## config.mk

```make
export PLATFORM = sky130hd
export DESIGN_NAME = reset_sequencer
export DESIGN_NICKNAME = d
export VERILOG_FILES = /design/src/rtl/reset_sequencer.sv
export SDC_FILE = /design/constraint.sdc
export NUM_CORES = 1
export LEC_CHECK = 0
export ABC_AREA = 1
export CAP_MARGIN = 20
export CELL_PAD_IN_SITES_DETAIL_PLACEMENT = 1
export CELL_PAD_IN_SITES_GLOBAL_PLACEMENT = 1
export CORE_MARGIN = 5
export CORE_UTILIZATION = 37
export DETAILED_ROUTE_END_ITERATION = 6
export DONT_BUFFER_PORTS = 1
export GPL_TIMING_DRIVEN = 1
export PLACE_DENSITY_LB_ADDON = 0.3
export SKIP_LAST_GASP = 1
export SLEW_MARGIN = 15
export SYNTH_ARGS = -nofsm -noshare
export SYNTH_HDL_FRONTEND = slang
export SYNTH_SLANG_ARGS = --single-unit
```

## constraint.sdc

```tcl
create_clock -name clk -period 1.8 [get_ports clk]
set_input_delay 0.36 -clock clk [delete_from_list [all_inputs] [get_ports clk]]
set_output_delay 0.36 -clock clk [all_outputs]
set_load 0.01 [all_outputs]
```

## src/rtl/reset_sequencer.sv

```systemverilog
// Staged reset sequencer: filters PLL lock, holds all stages in reset, then releases them in order.
// Optional lock-wait watchdog with PLL power-down pulse enabled by defining RSTSEQ_WDOG_EN.
module reset_sequencer #(
    parameter int NSTAGE      = 4,
    parameter int LOCK_FILT   = 16,
    parameter int HOLD_CYC    = 64,
    parameter int GAP_CYC     = 8,
    parameter int TIMEOUT_CYC = 65535,
    parameter int PD_CYC      = 32
) (
    input  logic              clk,
    input  logic              reset,
    input  logic              user_reset,
    input  logic              pll_lock,
    input  logic              sw_req,
    input  logic              clr_status,
    output logic [NSTAGE-1:0] rst_n_stage,
    output logic              pll_pwr_n,
    output logic              seq_done,
    output logic              lock_lost,
    output logic              lock_timeout,
    output logic [7:0]        loss_cnt
);

    if (NSTAGE < 1 || NSTAGE > 8 || LOCK_FILT < 1 || HOLD_CYC < 1 || GAP_CYC < 1 ||
        TIMEOUT_CYC < 1 || PD_CYC < 1) begin : g_param_err
        $error("reset_sequencer: illegal parameter value");
    end

    localparam int MAXC = (LOCK_FILT > HOLD_CYC) ? ((LOCK_FILT > GAP_CYC) ? LOCK_FILT : GAP_CYC)
                                                 : ((HOLD_CYC > GAP_CYC) ? HOLD_CYC : GAP_CYC);
    localparam int CW = $clog2(MAXC + 1);
    localparam logic [CW-1:0] LF_M1 = CW'(LOCK_FILT - 1);
    localparam logic [CW-1:0] HC_M1 = CW'(HOLD_CYC - 1);
    localparam logic [CW-1:0] GC_M1 = CW'(GAP_CYC - 1);

    typedef enum logic [2:0] {ASSERT, WAIT_LOCK, HOLD, RELEASE, RUN} state_t;

    state_t            state, state_nxt;
    logic [CW-1:0]     cnt, cnt_nxt;
    logic [NSTAGE-1:0] stage_nxt;
    logic [NSTAGE:0]   stage_shift;
    logic              seq_done_nxt;
    logic              lost_evt;
    logic              ur_s1, ur_s2, lk_s1, lk_s2;
    logic              wd_fire, pd_active;

    always_ff @(posedge clk or negedge reset) begin
        if (!reset) begin
            ur_s1 <= 1'b0;
            ur_s2 <= 1'b0;
            lk_s1 <= 1'b0;
            lk_s2 <= 1'b0;
        end else begin
            ur_s1 <= user_reset;
            ur_s2 <= ur_s1;
            lk_s1 <= pll_lock;
            lk_s2 <= lk_s1;
        end
    end

    always_comb begin
        state_nxt    = state;
        cnt_nxt      = cnt;
        stage_nxt    = rst_n_stage;
        seq_done_nxt = 1'b0;
        lost_evt     = 1'b0;
        stage_shift  = {rst_n_stage, 1'b1};
        case (state)
            ASSERT: begin
                stage_nxt = '0;
                cnt_nxt   = '0;
                if (ur_s2) state_nxt = WAIT_LOCK;
            end
            WAIT_LOCK: begin
                stage_nxt = '0;
                if (!lk_s2 || wd_fire || pd_active) begin
                    cnt_nxt = '0;
                end else if (cnt == LF_M1) begin
                    state_nxt = HOLD;
                    cnt_nxt   = '0;
                end else begin
                    cnt_nxt = cnt + CW'(1);
                end
            end
            HOLD: begin
                if (cnt == HC_M1) begin
                    state_nxt    = RELEASE;
                    cnt_nxt      = '0;
                    stage_nxt    = '0;
                    stage_nxt[0] = 1'b1;
                end else begin
                    cnt_nxt = cnt + CW'(1);
                end
            end
            RELEASE: begin
                if (rst_n_stage[NSTAGE-1]) begin
                    state_nxt    = RUN;
                    seq_done_nxt = 1'b1;
                end else if (cnt == GC_M1) begin
                    // shifting in ones keeps the release order monotonic
                    stage_nxt = stage_shift[NSTAGE-1:0];
                    cnt_nxt   = '0;
                end else begin
                    cnt_nxt = cnt + CW'(1);
                end
            end
            RUN: begin
                seq_done_nxt = 1'b1;
                if (sw_req) begin
                    state_nxt    = ASSERT;
                    stage_nxt    = '0;
                    seq_done_nxt = 1'b0;
                end
            end
            default: begin
                state_nxt = ASSERT;
                stage_nxt = '0;
                cnt_nxt   = '0;
            end
        endcase
        // later overrides take priority: user reset beats lock loss beats sw_req
        if (!lk_s2 && (state == HOLD || state == RELEASE || state == RUN)) begin
            state_nxt    = ASSERT;
            stage_nxt    = '0;
            seq_done_nxt = 1'b0;
            cnt_nxt      = '0;
            lost_evt     = (state == RELEASE || state == RUN);
        end
        if (!ur_s2) begin
            state_nxt    = ASSERT;
            stage_nxt    = '0;
            seq_done_nxt = 1'b0;
            cnt_nxt      = '0;
            lost_evt     = 1'b0;
        end
    end

    always_ff @(posedge clk or negedge reset) begin
        if (!reset) begin
            state       <= ASSERT;
            cnt         <= '0;
            rst_n_stage <= '0;
            seq_done    <= 1'b0;
            lock_lost   <= 1'b0;
            loss_cnt    <= '0;
        end else begin
            state       <= state_nxt;
            cnt         <= cnt_nxt;
            rst_n_stage <= stage_nxt;
            seq_done    <= seq_done_nxt;
            if (clr_status) begin
                lock_lost <= 1'b0;
                loss_cnt  <= '0;
            end
            if (lost_evt) begin
                lock_lost <= 1'b1;
                if (clr_status)            loss_cnt <= 8'd1;
                else if (loss_cnt != 8'hFF) loss_cnt <= loss_cnt + 8'd1;
            end
        end
    end

`ifdef RSTSEQ_WDOG_EN
    localparam int WW = $clog2(TIMEOUT_CYC + 1);
    localparam int PW = $clog2(PD_CYC + 1);
    localparam logic [WW-1:0] WD_M1 = WW'(TIMEOUT_CYC - 1);
    localparam logic [PW-1:0] PD_M1 = PW'(PD_CYC - 1);

    logic [WW-1:0] wd_cnt;
    logic [PW-1:0] pd_cnt;

    assign pd_active = !pll_pwr_n;
    assign wd_fire   = (state == WAIT_LOCK) && !pd_active && (wd_cnt == WD_M1);

    always_ff @(posedge clk or negedge reset) begin
        if (!reset) begin
            wd_cnt       <= '0;
            pd_cnt       <= '0;
            pll_pwr_n    <= 1'b1;
            lock_timeout <= 1'b0;
        end else begin
            // the wait count is frozen at zero while the PLL is powered down
            if (state != WAIT_LOCK || pd_active || wd_fire) wd_cnt <= '0;
            else                                             wd_cnt <= wd_cnt + WW'(1);
            if (wd_fire) begin
                pll_pwr_n <= 1'b0;
                pd_cnt    <= '0;
            end else if (pd_active) begin
                if (pd_cnt == PD_M1) pll_pwr_n <= 1'b1;
                pd_cnt <= pd_cnt + PW'(1);
            end
            if (clr_status) lock_timeout <= 1'b0;
            if (wd_fire)    lock_timeout <= 1'b1;
        end
    end
`else
    assign wd_fire      = 1'b0;
    assign pd_active    = 1'b0;
    assign pll_pwr_n    = 1'b1;
    assign lock_timeout = 1'b0;
`endif

endmodule

```

==> results of run 1 <==
cells by family after synthesis:
| group | count (synthesis) |
|---|---|
| and+or+nand+nor | 144 |
| DFF | 28 |
| buffers and inverters | 27 |
| AOI/OAI and AO/OA | 19 |
| xor gates and xnor gates | 2 |
| adders and majority gates | 2 |
| other | 2 |
worst max path at each step:
stage                                  endpoint  cells after the start                  start
after global routing      loss_cnt[2]$_DFF_PN0_                      8  loss_cnt[1]$_DFF_PN0_
after floorplan           loss_cnt[2]$_DFF_PN0_                      8  loss_cnt[0]$_DFF_PN0_
final                        cnt[0]$_DFFE_PN0P_                      8     cnt[0]$_DFFE_PN0P_
after global placement    loss_cnt[5]$_DFF_PN0_                      8  loss_cnt[0]$_DFF_PN0_
after detailed placement  loss_cnt[2]$_DFF_PN0_                      8  loss_cnt[0]$_DFF_PN0_
after CTS                 loss_cnt[2]$_DFF_PN0_                      8  loss_cnt[0]$_DFF_PN0_
layout by cell type, fill, tap and decap left out, drive strengths merged, types with 5 or more instances in the layout:
master  synthesis  final
a21oi           5      5
dfrtp          28     28
inv            23     23
nand2          69     69
nand3          29     29
nand3b          5      5
nand4           6      6
nor2           30     30
nor3            5      5
o21ai           9      9
power breakdown:
| part | total, mW | leakage [nW] | switching (mW) | internal, mW |
|---|---|---|---|---|
| clock | 0.388 | 0.0288 | 0.192 | 0.196 |
| combinational | 0.492 | 0.527 | 0.330 | 0.163 |
| sequential | 0.741 | 0.377 | 0.0693 | 0.671 |
registers in the layout, indices dropped and copies added (netlist names):
name and count:
seq_done 1, loss_cnt 8, lock_lost 1, cnt 7
lk_s2 1, ur_s1 1, state 3, rst_n_stage 4
ur_s2 1, lk_s1 1
critical path: cells and delay by family (launching register included):
| kind | cells | cell delay [ns] |
|---|---|---|
| AND/OR/NAND/NOR | 7 | 0.88 |
| flip-flops | 1 | 0.41 |
| adder cells (fa/ha/maj) | 1 | 0.19 |
metal layers:
metal	vias to the layer above	GRT usage, %	share of wire (%)
met5	-	0	0
met4	0	2.577	1.2
met3	4	3.009	3.1
met2	21	23.62	46
met1	691	20.13	49
li1	736	-	-
stage by stage:
step	cell area, um2	power [mW]	utilization, %	hold slack, ns	instances
floorplan	1702	1.111	-	0.06441	224
global placement	1767	1.225	40.02	0.06516	276
detailed placement	1767	1.231	40.02	0.06524	276
CTS	1852	1.650	41.95	0.09257	282
global route	1858	1.746	42.09	0.08238	282
finish	1858	1.621	42.09	0.1046	282
area by class of cell:
class / instances / area share, %
multi-input combinational: 169 / 48.08
sequential: 28 / 37.78
inverter: 24 / 4.848
tap: 52 / 3.502
clock buffer: 4 / 2.963
timing repair buffer: 5 / 2.828
what timing repair did:
item	in CTS	in global routing
setup endpoints to repair	0	2
endpoints found under the hold margin	28	0
gates resized for setup	0	2
hold buffers	2	0
==> reports/summary.txt, run 1 <==
Seq cells post-synth: 28
H-tree depth: 1
R2R Path End: cnt[0]$_DFFE_PN0P_
Crit. End Element: register
RSZ-0062 raised after global routing: no
Max FO, Critical Path: 5
Cell Area, Synth: 1702 um2
Area leader, netlist: dfrtp_1
Sequential fraction of the synthesis area: 41.18%
Pre-CTS WS: 0.1460 ns
CTS sink cnt: 28
Layout cell share with drive strength beyond 1: 15.65%
Final ANT Viol Nets: 0
Yosys cell types: 31
Fmax: 0.6263 GHz
Top-count cell post-synth: nand2_1
Drt wl/cell: 14.65 um
Synth Area in Adders: 1.471%
Post-Synth Simple-Gate Area: 42.87%
Overflow after GRT: 0
Hold Crit Depth: 0
HP Start: user_reset
Syn_nets: 232
DR iter-0 viols: 48
Post-DP HPWL: 3.299 mm
Pre-antenna DRT Iters: 4
Fraction of synthesized area in multiplexers: 0%
Async SR Flop Fraction: 100.0%
Worst setup margin: 0.2032 ns
WL final: 4.132 mm
Crit-path max cell delay: 0.41 ns
Final setup vio count: 0
Pin count of the biggest net entering global routing: 29
Critical path arrival: 1.77 ns
Area of the multi-input gates: 893.4 um2
Core area: 4414 um2
Clock Path Buffers: 2
Slowest-stage cell, CP: dfrtp_1
GP Congestion: 0.8576
Die area: 6055 um2
Register area: 701.9 um2
Clock skew: 0.004946 ns
Slew Limit Fails: 0
Post-CTS setup buffers: 0
Synth top cells by count: nand2_1, dfrtp_1, nand3_1, nor2_1, inv_1
Setup TNS: 0 ns
Peak supply drop: 433.7 uV
DRC viols: 0
Clk root buf: clkbuf_8
Post-synthesis compound-gate area fraction: 6.397%
Die width: 77.82 um
Req. time, crit path: 1.97 ns
CP Cell Sequence: ha_1 -> nand2_1 -> nor2_2 -> nand2_1 -> nand2_1 -> nand3_2 -> nand3b_1 -> nand2_1
Most common cell on crit path: nand2_1
Vias in the first global route: 1484
Kind of critical path: reg -> reg
Effective utilization at floorplan: 38.55%
Synth top area cells: dfrtp_1, nand2_1, nand3_1, nor2_1, inv_1
Die Y: 77.82 um
R2R Path Start: cnt[0]$_DFFE_PN0P_
Syn. warnings: 0
Tmin final: 1.597 ns
Rows: 24
Clk slew on worst S/H paths: 0.09 ns
First-pass GRT wire length: 7.272 mm
Hold Fails Final Rpt: 0
Post-Syn Instances: 224
Pwr Density: 872.6 nW/um2
Min-delay worst type: in -> reg
Number of buffers created by CTS: 3
R2r worst-path depth: 8
Post-synth EDFFs: 0
Vias per inst: 5.149
Syn avg cell area: 7.597 um2
Antenna violations before repair: 0
Max cap viols: 0
Via count: 1452
Filler cells: 551
Total GRT Usage: 14.54%
Clk Latency, worst-skew pair: 0.27 ns
Leakage: 0.9325 nW
Xor/xnor share of the synthesized area: 1.029%
Ant. Diodes: 0
Largest family of logic cells by synthesized area: simple AND/OR/NAND/NOR gates
Min-Delay Endpoint: ur_s1$_DFF_PN0_
Status: finished clean
Period utilization: 88.71%
CTS tree: yes
Final net count: 239
PortBufs: 0
Ys flop type: dfrtp_1
Top cell type's share of synthesized area: 41.18%
Startpoint types: register
I/O pin total: 22
Area growth from synthesis to layout: 9.191%
R2R setup slack: 0.20 ns
(Power assumes the default switching activity.)
==> run 2: changes to the inputs <==
ABC_CLOCK_PERIOD_IN_PS = 1800   (was not set)
==> results of run 2 <==
Same layout as run 1: the final DEF is identical, and so are final timing and power.
==> run 3: changes to the inputs <==
CAP_MARGIN = not set   (was 20)
==> results of run 3 <==
Same layout as run 1: the final DEF is identical, and so are final timing and power.
